## src/rtl/signal_pkg.sv

```systemverilog
// signal_pkg: shared pattern, limits and state type for the serial pattern checker
package signal_pkg;
    localparam logic [5:0] PATTERN    = 6'b100111;
    localparam int         PAT_LEN    = 6;
    localparam int         MISS_LIMIT = 3;
    localparam int         ERR_MAX    = 255;

    typedef enum logic [1:0] {HUNT, CONFIRM, LOCK} state_t;

    // P[0] is transmitted first and sits in the MSB of PATTERN
    function automatic logic pat_bit(input logic [2:0] idx);
        return PATTERN[3'(PAT_LEN - 1) - idx];
    endfunction
endpackage

```

## src/rtl/sig_history.sv

```systemverilog
// sig_history: serial bit history with pattern detection including the current bit
module sig_history
    import signal_pkg::*;
(
    input  logic clk,
    input  logic rst,
    input  logic en,
    input  logic din,
    output logic match
);
    logic [5:0] hist;

    assign match = {hist[4:0], din} == PATTERN;

    always_ff @(posedge clk or posedge rst)
        if (rst)
            hist <= '0;
        else if (en)
            hist <= {hist[4:0], din};
endmodule

```

## config.mk

```make
export PLATFORM = sky130hd
export DESIGN_NAME = sig_history
export DESIGN_NICKNAME = d
export VERILOG_FILES = /design/src/rtl/signal_pkg.sv /design/src/rtl/sig_history.sv
export SDC_FILE = /design/constraint.sdc
export NUM_CORES = 1
export LEC_CHECK = 0
export BUFFER_PORTS_ARGS = -buffer_cell sky130_fd_sc_hd__buf_4
export CAP_MARGIN = 10
export CORE_AREA = 2 2 39 41
export DETAILED_ROUTE_END_ITERATION = 10
export DIE_AREA = 0 0 41 43
export HOLD_SLACK_MARGIN = 0.1
export SLEW_MARGIN = 20
export SYNTH_ARGS = -nofsm -noshare
export SYNTH_HDL_FRONTEND = slang
export SYNTH_SLANG_ARGS = --single-unit
```

## constraint.sdc

```tcl
create_clock -name clk -period 1.15 [get_ports clk]
set_input_delay 0.23 -clock clk [delete_from_list [all_inputs] [get_ports clk]]
set_output_delay 0.23 -clock clk [all_outputs]
set_load 0.02 [all_outputs]
```

Yosys cells after proc, flatten, opt, wreduce, memory -nomap -nowiden
Cells that the tools add are included. W data, S select, Z words.

Eq/ne operators: 1.

Operator list (count): $eq A6 B6 Y1 const B (1).

Flip-flop bits (word level): 5. Input port bits: 4. Output and inout bits: 1. Logic and storage cells: 2.

Depth between registers and ports, before layout
Depth after elaboration: 1. Gate-level depth with buffers: 2.

Least setup slack after synthesis
Ideal clock, no wire load.

Path kind: flip-flop to output port. Start point: register hist[2]. End point: output port match. Arrival: 0.875 ns. Slack: 0.045 ns. Cell stages (with the launch flop): 3. Buffers on the path: 0. Path through: dfrtp_1 nor4bb_1 and3_1.

Longest elaborated chain between the ends: 1.

RTL lines: start: declaration (line sig_history.sv:11) `logic [5:0] hist;`; start signal: assignment (line sig_history.sv:19) `hist <= {hist[4:0], din};`; $eq A6 B6 Y1 (line sig_history.sv:13) `assign match = {hist[4:0], din} == PATTERN;`; end: declaration (line sig_history.sv:9) `output logic match`.

Every way passes these cells.

Worst setup path in the final report
Start point: register hist[3]. End point: output port match.

Same word-level chain as after synthesis.

==> flow_summary.json <==
{
  "clock_skew_ns": 0.00309,
  "hold_path_startpoint": "din",
  "path_cells": "nor4bb_1 > and3_1 > buf_6",
  "initial_core_util": 0.146,
  "die_h_um": 43,
  "status": "complete, but fails checks",
  "clk_latency_ns": 0.24,
  "clock-sinks": 5,
  "cap_violations": 0,
  "synth_top_area_frac": 0.621,
  "root_buffer": "clkbuf_4",
  "vias": 137,
  "regMostFlops": "hist",
  "routed_wirelength_um": 374,
  "fp.dieW_um": 41,
  "crit_type": "flop to primary output",
  "synth_area_leaders": "dfrtp_1 62%, mux2_1 22%, mux2_2 5.6%",
  "synth.distinct_cells": 6,
  "place_area_um2": 267,
  "cts_tree": "built",
  "grt_max_degree": 6,
  "setup_viol": 1,
  "regArea_um2": 125,
  "syn_nets": 17,
  "die_area_um2": 1760,
  "htreeDepth": 1,
  "fin_tns_setup_ns": -0.271,
  "critical_path_required_ns": 0.92,
  "fp-row-count": 14,
  "antenna_found_initial": 0,
  "fin_crit_sh": 1.24,
  "drtAntennaViolNets": 0,
  "worstHoldPathCells": 2,
  "r2r_start": "hist[2]",
  "grt_pass1_vias": 160,
  "cp_slowest_cell": "dfrtp_1",
  "critPathMaxStageDelay_ns": 0.37,
  "r2r_setup_slack_ns": 0.24,
  "rsz0062_at_grt": "true",
  "cts.clk_slew.worst_paths_ns": 0.04,
  "grt_pass1_wl_um": 683,
  "syn_avg_cell_area_um2": 15.5,
  "power_density_nw_per_um2": 1680,
  "numCtsBuffers": 3,
  "synthCells": 13,
  "initialDrtViolationCount": 1,
  "worst_pin_slew_ns": 0.195,
  "firstDrtPassIters": 4,
  "hold_slack_ns": 0.217,
  "nFillCells": 147,
  "crit_arrival_ns": 1.19,
  "ys_seq_area_frac": 0.621,
  "num_antenna_cells": 0,
  "track_usage": 0.0667,
  "io_buffers": 4,
  "pin_count": 5,
  "synth.largest_area_cell": "dfrtp_1",
  "holdPathEnd": "hist[0]",
  "worstHoldPathType": "primary input to flop",
  "final_area_um2": 307,
  "endpoint_kind": "primary output",
  "grt_overflow": 0,
  "path_buf_inv": 1,
  "routedWlPerCell_um": 9.35,
  "relSlewSlack": 0.868,
  "r2r.worst_path.cells": 2,
  "largest_reg_flops": 5,
  "clock_path_buffers": 2,
  "report.final.slew_viol_count": 0,
  "ys_ff_latch": 5,
  "finalHoldViolations": 0,
  "drc": 0,
  "rr_endpoint": "hist[2]",
  "ys_warn_count": 0,
  "violations": "negative setup slack",
  "p_leak_nw": 0.143,
  "core_um2": 1380,
  "multi_input_area_um2": 72.6,
  "crit_fanout": 2,
  "syn_area_um2": 201,
  "syn_to_final_growth_pct": 52.2,
  "final_layout_size_suffix_gt1_frac": 0.417,
  "top_regs": "hist x5",
  "cpLargestDelayFamily": "simple AND/OR/NAND/NOR gates",
  "max_clock_freq_mhz": 704,
  "max-vdd-ir-drop_v": 0.000596,
  "setup_ws_ns": -0.271,
  "min_period_ns": 1.42,
  "worstSetupStartpoint": "hist[3]",
  "cts_setup_buffers": 0,
  "layout_common_cells": "5 x dfrtp_1, 5 x buf_4, 4 x mux2_1",
  "globalplace.congestion": 0.532,
  "critPathLaunchType": "flop",
  "fin_nets": 29,
  "via_per_inst": 3.43
}
==> timing repair <==
item / CTS / global route
endpoints found under the setup margin: 1 / 1
endpoints found under the hold margin: 5 / 0
hold buffers: 1 / 0
resized for setup: 0 / 1
pin swaps: 0 / 1
==> cell type report <==
class / instances / share of cell area
timing repair buffer: 7 / 0.192
sequential: 5 / 0.408
multi-input combinational: 7 / 0.237
inverter: 1 / 0.0122
clock buffer: 4 / 0.0857
tap: 16 / 0.0653
==> cells in the mapped netlist (all sizes together) <==
library cell	instances
and3	1
nor4bb	1
inv	1
dfrtp	5
mux2	5
==> worst max path at each step <==
| stage | to | cells after the start |
|---|---|---|
| 5_1_grt | match | 3 |
| 2_1_floorplan | match | 2 |
| 6_report | match | 3 |
| 3_5_place_dp | match | 3 |
| 3_3_place_gp | match | 3 |
| 4_1_cts | match | 3 |
==> power breakdown <==
group          internal [W]  switching (W)
clock              0.000131      0.0000716
combinational     0.0000572      0.0000276
sequential         0.000211      0.0000171
total              0.000400       0.000116
==> cell families after synthesis <==
family / after synthesis / synth area share
buffers and inverters: 1 / 0.0186
flip-flops: 5 / 0.621
multiplexers: 5 / 0.279
AND/OR/NAND/NOR: 2 / 0.0808
==> per-stage QoR <==
stage          setup slack [ns]  instances  total power (W)   util
2_1_floorplan            0.0446         13         0.000266      -
3_3_place_gp            -0.0169         35         0.000304  0.193
3_5_place_dp            -0.0208         35         0.000314  0.193
4_1_cts                  -0.289         40         0.000529  0.219
5_1_grt                  -0.363         40         0.000559  0.222
6_report                 -0.271         40         0.000516  0.222
==> metal layers <==
layer  up-vias  track usage  share of wire
met4         0       0.0800              0
met3         0       0.0524          0.078
met2         7       0.0594           0.44
met1        61       0.0822           0.48
met5         -            0              0
li1         69            -              -
Power figures use the tool's default switching activity.
